--- src/rtl/starfield_layers_if.sv ---
// Pixel-side bundle for starfield_layers: raster position in, star colour and skip status out.
interface starfield_layers_if #(
   parameter int unsigned LAYERS = 2
);
   logic [8:0]          hpos;
   logic [8:0]          vpos;
   logic                display_on;
   logic                freeze;
   logic [4*LAYERS-1:0] speed;
   logic [2:0]          rgb;
   logic                star_on;
   logic                busy;

   modport master (output hpos, vpos, display_on, freeze, speed, input rgb, star_on, busy);
   modport slave  (input hpos, vpos, display_on, freeze, speed, output rgb, star_on, busy);
endinterface

--- src/rtl/starfield_layers.sv ---
// Parallax starfield: LAYERS Galois-LFSR star planes over a 256x256 field, each scrolled
// at its own speed by extra LFSR steps inserted during vertical blank.
module starfield_layers #(
   parameter int unsigned       LAYERS  = 2,
   parameter int unsigned       LFSR_W  = 16,
   parameter logic [LFSR_W-1:0] TAPS    = LFSR_W'(16'b1000000001011),
   parameter int unsigned       DENSITY = 7
) (
   input  logic              clk,
   input  logic              reset,
   starfield_layers_if.slave bus
);
   localparam int unsigned       LI_W = (LAYERS > 1) ? $clog2(LAYERS) : 1;
   localparam logic [LFSR_W-1:0] ONES = '1;
   localparam logic [LI_W-1:0]   LAST = LI_W'(LAYERS - 1);

   typedef enum logic {IDLE, SKIP} state_t;

   state_t            state;
   logic [LFSR_W-1:0] lfsr  [LAYERS];
   logic [3:0]        spd_q [LAYERS];
   logic [LI_W-1:0]   li;
   logic [LI_W-1:0]   li_nxt;
   logic [3:0]        cnt;
   logic              prev_v8;
   logic              field_en;
   logic              vis;
   logic              hit_any;
   logic [2:0]        win_rgb;
   logic [LAYERS-1:0] hit;
   logic              unused_pos;

   function automatic logic [LFSR_W-1:0] lfsr_step(input logic [LFSR_W-1:0] l);
      return {l[LFSR_W-2:0], 1'b0} ^ (l[LFSR_W-1] ? TAPS : '0);
   endfunction

   assign field_en   = ~bus.hpos[8] & ~bus.vpos[8] & ~bus.freeze;
   assign vis        = bus.display_on & ~bus.hpos[8] & ~bus.vpos[8];
   assign li_nxt     = li + LI_W'(1);
   assign unused_pos = ^{bus.hpos[7:0], bus.vpos[7:0]};

   // Farther layers need one more leading 1 each, so they come out sparser.
   for (genvar g = 0; g < int'(LAYERS); g++) begin : g_hit
      localparam int unsigned D = DENSITY + g;
      assign hit[g] = vis & (&lfsr[g][LFSR_W-1 -: D]);
   end

   // Lowest-index (nearest) hitting layer supplies the colour.
   always_comb begin
      hit_any = 1'b0;
      win_rgb = '0;
      for (int k = 0; k < int'(LAYERS); k++) begin
         if (hit[k] && !hit_any) begin
            hit_any = 1'b1;
            win_rgb = lfsr[k][2:0];
         end
      end
   end

   always_ff @(posedge clk or negedge reset) begin
      if (!reset) begin
         for (int k = 0; k < int'(LAYERS); k++) begin
            lfsr[k]  <= ONES >> k;
            spd_q[k] <= '0;
         end
         state       <= IDLE;
         li          <= '0;
         cnt         <= '0;
         prev_v8     <= 1'b0;
         bus.rgb     <= '0;
         bus.star_on <= 1'b0;
         bus.busy    <= 1'b0;
      end else begin
         prev_v8     <= bus.vpos[8];
         bus.star_on <= hit_any;
         bus.rgb     <= !hit_any ? 3'b000 : (win_rgb == 3'b000) ? 3'b001 : win_rgb;
         if (field_en) begin
            // Field stepping always wins; an unfinished skip is simply dropped.
            for (int k = 0; k < int'(LAYERS); k++) lfsr[k] <= lfsr_step(lfsr[k]);
            state    <= IDLE;
            bus.busy <= 1'b0;
         end else begin
            case (state)
               IDLE: begin
                  if (bus.vpos[8] && !prev_v8 && !bus.freeze) begin
                     for (int k = 0; k < int'(LAYERS); k++) spd_q[k] <= bus.speed[4*k +: 4];
                     li       <= '0;
                     cnt      <= bus.speed[3:0];
                     state    <= SKIP;
                     bus.busy <= 1'b1;
                  end
               end
               SKIP: begin
                  if (!bus.freeze) begin
                     if (cnt != 4'd0) begin
                        lfsr[li] <= lfsr_step(lfsr[li]);
                        cnt      <= cnt - 4'd1;
                     end else if (li == LAST) begin
                        state    <= IDLE;
                        bus.busy <= 1'b0;
                     end else begin
                        li  <= li_nxt;
                        cnt <= spd_q[li_nxt];
                     end
                  end
               end
               default: state <= IDLE;
            endcase
         end
      end
   end
endmodule
--- src/flat_wrapper.sv ---
// flat-port wrapper written by rule: the top's interface ports become plain ports
module starfield_layers_flat 
#(
   parameter int unsigned       LAYERS  = 2,
   parameter int unsigned       LFSR_W  = 16,
   parameter logic [LFSR_W-1:0] TAPS    = LFSR_W'(16'b1000000001011),
   parameter int unsigned       DENSITY = 7
)
  (clk, reset, bus_hpos, bus_vpos, bus_display_on, bus_freeze, bus_speed, bus_rgb, bus_star_on, bus_busy);
  starfield_layers_if #(.LAYERS(LAYERS)) bus_i ();
  input  logic clk;
  input  logic reset;
  input wire logic [$bits(bus_i.hpos)-1:0] bus_hpos;
  input wire logic [$bits(bus_i.vpos)-1:0] bus_vpos;
  input wire logic [$bits(bus_i.display_on)-1:0] bus_display_on;
  input wire logic [$bits(bus_i.freeze)-1:0] bus_freeze;
  input wire logic [$bits(bus_i.speed)-1:0] bus_speed;
  output wire logic [$bits(bus_i.rgb)-1:0] bus_rgb;
  output wire logic [$bits(bus_i.star_on)-1:0] bus_star_on;
  output wire logic [$bits(bus_i.busy)-1:0] bus_busy;
  assign bus_i.hpos = bus_hpos;
  assign bus_i.vpos = bus_vpos;
  assign bus_i.display_on = bus_display_on;
  assign bus_i.freeze = bus_freeze;
  assign bus_i.speed = bus_speed;
  assign bus_rgb = bus_i.rgb;
  assign bus_star_on = bus_i.star_on;
  assign bus_busy = bus_i.busy;
  starfield_layers #(.LAYERS(LAYERS), .LFSR_W(LFSR_W), .TAPS(TAPS), .DENSITY(DENSITY)) u_core (.clk(clk), .reset(reset), .bus(bus_i));
endmodule
--- config.mk ---
export PLATFORM = sky130hd
export DESIGN_NAME = starfield_layers_flat
export DESIGN_NICKNAME = d
export VERILOG_FILES = /design/src/rtl/starfield_layers_if.sv /design/src/rtl/starfield_layers.sv /design/src/flat_wrapper.sv
export SDC_FILE = /design/constraint.sdc
export NUM_CORES = 1
export LEC_CHECK = 0
export BUFFER_PORTS_ARGS = -buffer_cell sky130_fd_sc_hd__buf_2
export CAP_MARGIN = 20
export CORE_MARGIN = 10
export CORE_UTILIZATION = 40
export CTS_BUF_LIST = sky130_fd_sc_hd__clkbuf_4 sky130_fd_sc_hd__clkbuf_8 sky130_fd_sc_hd__clkbuf_16
export CTS_CLUSTER_DIAMETER = 200
export DETAILED_ROUTE_END_ITERATION = 12
export PLACE_DENSITY_LB_ADDON = 0.12
export SETUP_SLACK_MARGIN = 0.02
export SLEW_MARGIN = 15
export SYNTH_ARGS = -nofsm -noshare
export SYNTH_HDL_FRONTEND = slang
export SYNTH_SLANG_ARGS = --single-unit
--- constraint.sdc ---
create_clock -name clk -period 4.8 [get_ports clk]
set_input_delay 0.48 -clock clk [delete_from_list [all_inputs] [get_ports clk]]
set_output_delay 0.48 -clock clk [all_outputs]
set_load 0.005 [all_outputs]
==> run metrics, run 1 <==
result of the run completed; CP top delay family compound AO/OA/AOI/OAI gates; GR Overflow Total 0; maximum fanout count along the critical path 16; via count of the first global-routing pass 1,496; number of top-level pins 35; net count after synthesis 212; TritonCTS Buffers 5; most frequent cells in the layout dfstp_2, mux2_2, dfrtp_1; cells traversed along the worst timing path inv_1 -> ha_1 -> or3b_4 -> nand2_1 -> o31a_1 -> mux2_2; number of buffers and inverters on the critical path 1; register-to-register setup slack 2.24 ns; number of standard cells after synthesis 181; worst reg2reg endpoint u_core.lfsr[16]$_DFFE_PN1P_; wire length of the first global-routing pass 7.36 mm; critical path data required time 5.03 ns; worst-case setup slack after placement 2.23 ns; Vert. Die Dim 97.0 µm; number of antenna violations at the first check in global routing 0; area enclosed by the die boundary 0.00941 mm²; share of flip-flops with an asynchronous set or reset 1.00; area of the core 0.00564 mm²; measured slew at the worst slew-check pin 0.945 ns; final core occ 0.458; remaining antenna violation count 0; Placement Rows 27; worst hold-check path type input port to async pin; cell with the largest stage delay on the worst path o31a_1; sequential element share of the synthesized area 0.544; maximum count of clock buffers along a single path 2; number of antenna diodes 0; total count of hold-check failures in the final report 0; Crit path arrival time 2.78 ns; Die Width 97.0 µm; share of layout cells above drive strength 1 0.503; TritonCTS clock tree built; clock sink count 50; type of the worst setup path flip-flop to flip-flop; post-route worst setup slack 2.24 ns; CTS Root Cell clkbuf_8; relative contribution of combinational cells to total power 0.256; maximum vdd drop 0.174 mV; max-slew violation count 0; largest clock skew in the final design 0.0127 ns; portion of total power attributed to the clock network 0.199; PostCTS Resize Cnt 0; worst flop-to-flop path startpoint u_core.cnt[0]$_DFFE_PN0P_; 1st-iter DRT viols 36; Ys Warns 0; wire length after detailed routing 4.23 mm; Period minus WS final 2.56 ns; Internal Dissipation 0.000896 W; count of unique library cells instantiated by Yosys 42; largest net degree at the start of global routing 51; DP Wirelength 2.97 mm; Worst-Skew Late Latency 0.31 ns; R2R depth 6; number of max-cap violations 0; final cell count without fillers 271; layout filler cell count 513; unrepaired setup endpoints after global routing no; top flip-flop cell by instance count after synthesis dfstp_2; slew margin rel. 0.370; end of the critical path u_core.lfsr[16]$_DFFE_PN1P_; launching element of the worst setup path u_core.cnt[0]$_DFFE_PN0P_; mean post-synth cell area 13.1 µm²; switch share 0.298; share of power burned in registers 0.545; initial core utilization 0.420; growth of design area from synthesis to finish 8.92%; overall track demand over capacity in global routing 0.0925; period utilisation layout 0.533; Mapped Area 0.00237 mm²; maximum operating frequency 0.391 GHz; leading cell type in the layout, fill and taps excluded dfstp_2; post-DR wirelength/cell 15.6 µm; synthesis-stage register bit count 50; number of remaining DRC errors 0; crit path launch type flip-flop; setup TNS 0 ns; final setup fails 0; nature of the critical path endpoint flip-flop; Nets 229; PwrDens 494 mW/mm²; clock input transition at the sequential cells of the worst setup and hold paths 0.10 ns; static leakage 1.08 nW; EDFF count, synth 0; depth of the critical timing path with buffers and inverters included 6; buffers added on ports 18; maximum level of the CTS H-tree 2; count of buffers added by post-CTS timing repair for setup 0; via count 1,423; delay of the slowest cell on the worst path 0.77 ns; CTS Hold Buffers Added 0; final weighted congestion of routability-driven global placement 0.766; detail-routed via count per cell 5.25; net switching component of the power 0.000380 W; first-pass detailed-route iteration total 4; Placed Cells incl. Taps 263
[per-layer routing]
| layer | global-route usage | up-vias | wire, µm |
|---|---|---|---|
| met2 | 0.143 | 21 | 2010 |
| met5 | 0 | - | 0 |
| met1 | 0.118 | 718 | 2040 |
| li1 | - | 678 | - |
| met3 | 0.0305 | 6 | 135 |
| met4 | 0.0304 | 0 | 51 |
[state kept, by name, indices dropped and copies added, names as in the netlist]
| register | cells |
|---|---|
| u_core.spd_q | 6 |
| u_core.lfsr | 32 |
| u_core.bus.star_on | 1 |
| u_core.li | 1 |
| u_core.bus.busy | 1 |
| u_core.prev_v8 | 1 |
| u_core.bus.rgb | 3 |
| u_core.cnt | 4 |
| u_core.state | 1 |
[cell usage after synthesis, drive strengths merged, types with 2 or more instances]
cell / count / area share
o221ai: 3 / 0.011
clkbuf: 3 / 0.0047
nor2b: 2 / 0.0053
nand2: 13 / 0.021
dfstp: 31 / 0.34
xnor2: 6 / 0.022
or3b: 2 / 0.0084
nand4: 3 / 0.0079
o31ai: 3 / 0.0095
mux2: 37 / 0.20
a21oi: 5 / 0.011
dfrtp: 19 / 0.20
o31a: 2 / 0.0074
o21ai: 4 / 0.0084
mux2i: 2 / 0.0084
nor3: 6 / 0.015
inv: 5 / 0.0079
nor2: 10 / 0.016
or3: 2 / 0.0053
buf: 6 / 0.026
[cell families after synthesis]
| family | after synthesis | share of synthesized area |
|---|---|---|
| flops | 50 | 0.544 |
| simple gates | 46 | 0.101 |
| mux | 39 | 0.206 |
| compound gates | 25 | 0.0818 |
| buf+inv | 14 | 0.0391 |
| xor+xnor | 6 | 0.0222 |
| fa+ha+maj | 1 | 0.00528 |
[stage by stage]
| step | hold slack (ns) | instance area (µm²) | total power (W) |
|---|---|---|---|
| 2_1_floorplan | 0.184 | 2370 | 0.000954 |
| 3_3_place_gp | 0.470 | 2480 | 0.00101 |
| 3_5_place_dp | 0.464 | 2480 | 0.00103 |
| 4_1_cts | 0.342 | 2580 | 0.00129 |
| 5_1_grt | 0.214 | 2580 | 0.00136 |
| 6_report | 0.175 | 2580 | 0.00128 |
[worst min-delay path by stage]
| stage | slack, ns | to | cells after the start | start |
|---|---|---|---|---|
| 6_report | 0.17 | u_core.bus.rgb[0]$_DFF_PN0_ | 1 | reset |
| 5_1_grt | 0.21 | u_core.bus.rgb[1]$_DFF_PN0_ | 1 | reset |
| 4_1_cts | 0.34 | u_core.prev_v8$_DFF_PN0_ | 1 | bus_vpos[8] |
| 3_5_place_dp | 0.46 | u_core.lfsr[3]$_DFFE_PN1P_ | 2 | u_core.lfsr[3]$_DFFE_PN1P_ |
| 3_3_place_gp | 0.47 | u_core.lfsr[3]$_DFFE_PN1P_ | 2 | u_core.lfsr[3]$_DFFE_PN1P_ |
| 2_1_floorplan | 0.18 | u_core.bus.busy$_DFFE_PN0P_ | 0 | reset |
[power by group through the flow]
| stage | combinational, W | sequential, W | clock [W] |
|---|---|---|---|
| detailed placement | 0.000326 | 0.000704 | 0 |
| global placement | 0.000314 | 0.000692 | 0 |
| CTS | 0.000329 | 0.000696 | 0.000263 |
| global route | 0.000359 | 0.000713 | 0.000286 |
| floorplan | 0.000304 | 0.000650 | 0 |
| finish | 0.000326 | 0.000696 | 0.000254 |
[final cells by class]
cell class / instances / area [µm²] / share of cell area
Clock buffer: 6 / 82.6 / 0.0320
Clock inverter: 2 / 12.5 / 0.00484
Multi-Input combinational cell: 117 / 988 / 0.383
Tap cell: 72 / 90.1 / 0.0349
Sequential cell: 50 / 1290 / 0.500
Timing Repair Buffer: 19 / 100 / 0.0388
Inverter: 5 / 18.8 / 0.00727
Note: power is estimated with default switching activity, not from simulation.
==> run 2: changes to the inputs <==
- clock period: 4.8 -> 2.2 ns (I/O delays scaled with it)
==> run 2 against run 1 <==
Compared with the run above: combinational power up 130%; critical endpoint is now u_core.lfsr[29]$_DFFE_PN1P_; register-to-register slack worse by 2.1 ns; clock-buffer cell count unchanged; hold slack worse by 0.073 ns; die area unchanged; sequential share of layout area down 1.3 points; sequential power up 120%; clock power up 120%; setup slack worse by 2.1 ns; largest power group unchanged.
==> run metrics, run 2 (synthesis gave the netlist of run 1 again) <==
share of power burned in registers 0.538; max-slew violation count 0; Internal Dissipation 0.00198 W; unrepaired setup endpoints after global routing no; portion of total power attributed to the clock network 0.196; maximum level of the CTS H-tree 2; TritonCTS Buffers 5; buffers added on ports 18; Crit path arrival time 2.30 ns; area used by multi-input combinational logic 988 µm²; Worst-Skew Late Latency 0.30 ns; first-pass detailed-route iteration total 4; overall track demand over capacity in global routing 0.0903; largest clock skew in the final design 0.00519 ns; slew margin rel. 0.599; maximum vdd drop 0.463 mV; number of antenna diodes 0; GR Overflow Total 0; type of the worst setup path flip-flop to flip-flop; critical path data required time 2.43 ns; leading cell type in the layout, fill and taps excluded dfstp_2; remaining antenna violation count 0; initial core utilization 0.420; layout filler cell count 501; register name with the most flops u_core.lfsr; measured slew at the worst slew-check pin 0.601 ns; number of buffers and inverters on the critical path 2; maximum fanout count along the critical path 16; CP top delay family simple AND/OR/NAND/NOR gates; leading registers by flop count u_core.lfsr: 32 flops, u_core.spd_q: 6 flops, u_core.cnt: 4 flops; largest net degree at the start of global routing 27; number of max-cap violations 0; setup TNS 0 ns; crit path launch type flip-flop; max reg flops 32; period utilisation layout 0.941; delay of the slowest cell on the worst path 0.42 ns; share of layout cells above drive strength 1 0.507; Final Cell Area 0.00265 mm²; CTS Root Cell clkbuf_8; via count 1,420; clock sink count 50; wire length after detailed routing 4.14 mm; wire length of the first global-routing pass 7.15 mm; area taken by flip-flops and latches 0.00129 mm²; Period minus WS final 2.07 ns; maximum count of clock buffers along a single path 2; 1st-iter DRT viols 39; most frequent cells in the layout dfstp_2, mux2_2, dfrtp_1; post-DR wirelength/cell 15.1 µm; Vert. Die Dim 97.0 µm; relative contribution of combinational cells to total power 0.266; area enclosed by the die boundary 0.00941 mm²; nature of the critical path endpoint flip-flop; worst hold-check path type input port to flip-flop; Nets 233; number of antenna violations at the first check in global routing 0; final weighted congestion of routability-driven global placement 0.807; number of top-level pins 35; final setup fails 0; PwrDens 1060 mW/mm²; final core occ 0.470; DP Wirelength 2.99 mm; area of the core 0.00564 mm²; static leakage 1.12 nW; switch share 0.293; TritonCTS clock tree built; total count of hold-check failures in the final report 0; instance area after placement 0.00254 mm²; growth of design area from synthesis to finish 11.7%; clock input transition at the sequential cells of the worst setup and hold paths 0.09 ns; Die Width 97.0 µm; net switching component of the power 0.000821 W; result of the run completed; via count of the first global-routing pass 1,487; cell with the largest stage delay on the worst path or3b_4; maximum operating frequency 0.483 GHz; number of remaining DRC errors 0; cells traversed along the worst timing path inv_1 -> ha_1 -> or3b_4 -> nand2_1 -> o31a_1 -> buf_12 -> mux2_2; Placement Rows 27; detail-routed via count per cell 5.16
run 2: changes by cell type in the layout (fill, tap and decap cells not counted):
cell | previous run | this run
inv_4 | 0 | 1
buf_12 | 0 | 3
buf_4 | 2 | 1
clkinvlp_4 | 1 | 0
dlygate4sd3_1 | 0 | 1
buf_2 | 17 | 18
run 2: worst paths after layout:
path                                          endpoint                        from  slack (ns)  cells past startpoint
max in group asynchronous  u_core.lfsr[20]$_DFFE_PN1P_                       reset        1.12                      3
setup reg to reg           u_core.lfsr[29]$_DFFE_PN1P_   u_core.cnt[0]$_DFFE_PN0P_        0.13                      7
min in group asynchronous  u_core.bus.rgb[1]$_DFF_PN0_                       reset        0.46                      2
hold / removal                u_core.prev_v8$_DFF_PN0_                 bus_vpos[8]        0.10                      1
hold reg to reg             u_core.lfsr[3]$_DFFE_PN1P_  u_core.lfsr[3]$_DFFE_PN1P_        0.49                      2
setup / recovery           u_core.lfsr[29]$_DFFE_PN1P_   u_core.cnt[0]$_DFFE_PN0P_        0.13                      7
run 2: worst register-to-register path, stage by stage (launching register included):
cell and delay [ns]:
dfrtp_1 0.41, inv_1 0.07, ha_1 0.23, or3b_4 0.42, nand2_1 0.16, o31a_1 0.19
buf_12 0.18, mux2_2 0.35
run 2: layer usage:
layer | global-route usage | share of wire | routed length (µm) | vias to the layer above
li1 | - | - | - | 682
met1 | 0.114 | 0.48 | 2000 | 708
met2 | 0.136 | 0.46 | 1890 | 25
met3 | 0.0341 | 0.047 | 195 | 5
met4 | 0.0338 | 0.014 | 59 | 0
met5 | 0 | 0 | 0 | -
run 2: layout make-up:
cell class / count / share of cell area
clock buffers: 6 / 0.0312
clock inverters: 2 / 0.00425
inverters: 5 / 0.00709
multi-input cells: 117 / 0.373
flip-flops and latches: 50 / 0.487
well taps: 72 / 0.0340
repair buffers: 23 / 0.0633
run 2: repair_timing:
action,in CTS,in global routing
hold buffers,1,0
buffers inserted,0,0
gates resized for setup,0,0
hold endpoints to repair,10,0
run 2: per-stage QoR:
stage	hold WS [ns]	power [W]	instances	worst slack, ns
2_1_floorplan	-0.0756	0.00208	181	0.208
3_3_place_gp	0.243	0.00223	266	0.182
3_5_place_dp	0.254	0.00227	266	0.158
4_1_cts	0.0847	0.00284	275	0.139
5_1_grt	0.0846	0.00298	275	0.0580
6_report	0.102	0.00280	275	0.129
run 2: power by group through the flow:
stage	sequential (W)	combinational [W]	clock, W
2_1_floorplan	0.00142	0.000663	0
3_3_place_gp	0.00151	0.000716	0
3_5_place_dp	0.00153	0.000743	0
4_1_cts	0.00151	0.000749	0.000578
5_1_grt	0.00155	0.000817	0.000613
6_report	0.00151	0.000745	0.000549
==> run 3: changes to the inputs <==
- ABC_AREA: unset -> 1
==> run 3 against run 2 <==
Compared with the run above: highest routed layer unchanged; total power grew 30%; sequential cell count increased by 2; critical path depth rose by 2; largest power group unchanged; global-route usage grew 2.0 points; clock-buffer cell count did not move; maximum frequency rose by 16%; critical endpoint is now u_core.spd_q[0]$_DFFE_PN0P_; first-iteration DRC count grew 140%; via count increased by 39%.
==> run metrics, run 3 <==
max-slew violation count 0; post-route worst hold slack 0.0853 ns; EDFF count, synth 0; maximum level of the CTS H-tree 2; TritonCTS Buffers 5; share of the synthesized area in the top cell type 0.317; number of standard cells after synthesis 308; most frequent cell after synthesis nand2_1; portion of total power attributed to the clock network 0.168; type of the worst setup path flip-flop to flip-flop; maximum count of clock buffers along a single path 2; top cell types by occurrence after synthesis nand2_1, o21ai_0, dfstp_2; Final Cell Area 0.00285 mm²; clock input transition at the sequential cells of the worst setup and hold paths 0.09 ns; maximum operating frequency 0.559 GHz; result of the run completed; remaining antenna violation count 0; wire length of the first global-routing pass 9.24 mm; area enclosed by the die boundary 0.0100 mm²; final weighted congestion of routability-driven global placement 0.761; GR Overflow Total 0; instance area after placement 0.00273 mm²; maximum vdd drop 0.547 mV; TritonCTS clock tree built; switch share 0.384; cell with the largest stage delay on the worst path dfrtp_1; Placed Cells incl. Taps 398; Die Width 100 µm; share of layout cells above drive strength 1 0.258; cells traversed along the worst timing path inv_1 -> ha_1 -> nand2_2 -> o21ai_4 -> nand3_4 -> nor2_4 -> nand2_4 -> nor2_1 -> a21oi_2; Internal Dissipation 0.00224 W; crit path launch type flip-flop; Worst-Skew Late Latency 0.30 ns; number of antenna violations at the first check in global routing 0; largest clock skew in the final design 0.00458 ns; overall track demand over capacity in global routing 0.110; via count 1,979; most frequent cells in the layout nand2_1, o21ai_0, dfstp_2; max reg flops 32; Mapped Area 0.00257 mm²; PwrDens 1280 mW/mm²; maximum fanout count along the critical path 14; count of unique library cells instantiated by Yosys 35; via count of the first global-routing pass 1,965; buffers added on ports 18; static leakage 1.32 nW; measured slew at the worst slew-check pin 0.548 ns; sequential element share of the synthesized area 0.521; number of remaining DRC errors 0; register name with the most flops u_core.lfsr; final cell count without fillers 407; leading registers by flop count u_core.lfsr: 32 flops, u_core.spd_q: 8 flops, u_core.cnt: 4 flops; growth of design area from synthesis to finish 10.7%; nature of the critical path endpoint flip-flop; net count after synthesis 339; largest net degree at the start of global routing 32; net switching component of the power 0.00140 W; 1st-iter DRT viols 95; clock sink count 52; Placement Rows 29; first-pass detailed-route iteration total 4; wire length after detailed routing 5.20 mm; share of power burned in registers 0.476; Vert. Die Dim 100 µm; post-route worst setup slack 0.412 ns; CTS Root Cell clkbuf_8; critical path data required time 2.40 ns; synthesis-stage register bit count 52; Period minus WS final 1.79 ns; number of antenna diodes 0; DP Wirelength 3.80 mm; top post-synthesis cells by area dfstp_2, dfrtp_1, nand2_1; area used by multi-input combinational logic 0.00105 mm²; Crit path arrival time 1.99 ns; final setup fails 0; initial core utilization 0.407; period utilisation layout 0.813; layout filler cell count 626; delay of the slowest cell on the worst path 0.41 ns; number of top-level pins 35; share of flip-flops with an asynchronous set or reset 1.00; detail-routed via count per cell 4.86; mean post-synth cell area 8.35 µm²; slew margin rel. 0.634; leading cell type in the layout, fill and taps excluded nand2_1; area of the core 0.00631 mm²; Nets 360; Ys Warns 0; post-DR wirelength/cell 12.8 µm; count of buffers added by post-CTS timing repair for setup 0; largest area contributor in the synthesized netlist dfstp_2; setup TNS 0 ns; total count of hold-check failures in the final report 0; top flip-flop cell by instance count after synthesis dfstp_2; worst-case setup slack after placement 0.418 ns; worst hold-check path type input port to flip-flop; unrepaired setup endpoints after global routing no; number of max-cap violations 0; relative contribution of combinational cells to total power 0.356; area taken by flip-flops and latches 0.00134 mm²
run 3: changes by cell type after synthesis, sizes merged, moves of 3 or more:
cell   delta
a21oi     +3
inv      +26
mux2     -37
nand2   +100
nand3    +12
nor2     +13
nor3      -6
o21ai    +39
xnor2     -3
run 3: routing by layer:
metal / up-vias / track usage / part of all wire
li1: 1016 / - / -
met1: 935 / 0.135 / 0.46
met2: 21 / 0.188 / 0.49
met3: 7 / 0.0247 / 0.033
met4: 0 / 0.0348 / 0.013
met5: - / 0 / 0
run 3: path summary, 6_finish.rpt:
path | to | depth (start not counted) | slack [ns] | startpoint
max | u_core.spd_q[0]$_DFFE_PN0P_ | 9 | 0.41 | u_core.cnt[0]$_DFFE_PN0P_
min | u_core.prev_v8$_DFF_PN0_ | 1 | 0.09 | bus_vpos[8]
max reg2reg | u_core.spd_q[0]$_DFFE_PN0P_ | 9 | 0.41 | u_core.cnt[0]$_DFFE_PN0P_
min reg2reg | u_core.lfsr[8]$_DFFE_PN1P_ | 2 | 0.46 | u_core.lfsr[7]$_DFFE_PN1P_
max in group asynchronous | u_core.lfsr[28]$_DFFE_PN1P_ | 3 | 1.15 | reset
min in group asynchronous | u_core.spd_q[3]$_DFFE_PN0P_ | 2 | 0.43 | reset
run 3: kinds of logic (layout without fill, tap and decap cells):
group                    Yosys count  count (layout)  share of synthesized area
buffers and inverters             40              62                     0.0715
flip-flops                        52              52                      0.521
XOR/XNOR                           4               4                     0.0136
AO/OA/AOI/OAI                     59              59                      0.138
AND/OR/NAND/NOR                  152             152                      0.251
adder cells (fa/ha/maj)            1               1                    0.00486
run 3: repair_timing:
item | CTS | global route
endpoints found under the hold margin | 17 | 0
hold buffers | 1 | 0
gates resized for setup | 0 | 0
run 3: area by class of cell:
class,count,share of cell area
Clock buffer,6,0.0329
Clock inverter,2,0.00395
Inverter,31,0.0408
Multi-Input combinational cell,216,0.368
Sequential cell,52,0.470
Tap cell,77,0.0338
Timing Repair Buffer,23,0.0501
run 3: critical path: cells and delay by family, from the launching register on:
kind            cells  cell delay, ns
fa+ha+maj           1            0.19
flops               1            0.41
simple gates        5            0.70
compound gates      2            0.27
buf+inv             1            0.10
run 3: through the flow:
stage / utilization / total power [W]
global placement: 0.433 / 0.00304
global route: 0.451 / 0.00399
detailed placement: 0.433 / 0.00307
finish: 0.451 / 0.00363
floorplan: - / 0.00275
CTS: 0.451 / 0.00370
run 3: power groups by stage:
stage | Combinational, W | Sequential (W) | Clock [W]
6_report | 0.00129 | 0.00173 | 0.000612
5_1_grt | 0.00153 | 0.00179 | 0.000673
4_1_cts | 0.00133 | 0.00174 | 0.000640
3_5_place_dp | 0.00132 | 0.00175 | 0
3_3_place_gp | 0.00130 | 0.00174 | 0
2_1_floorplan | 0.00111 | 0.00164 | 0
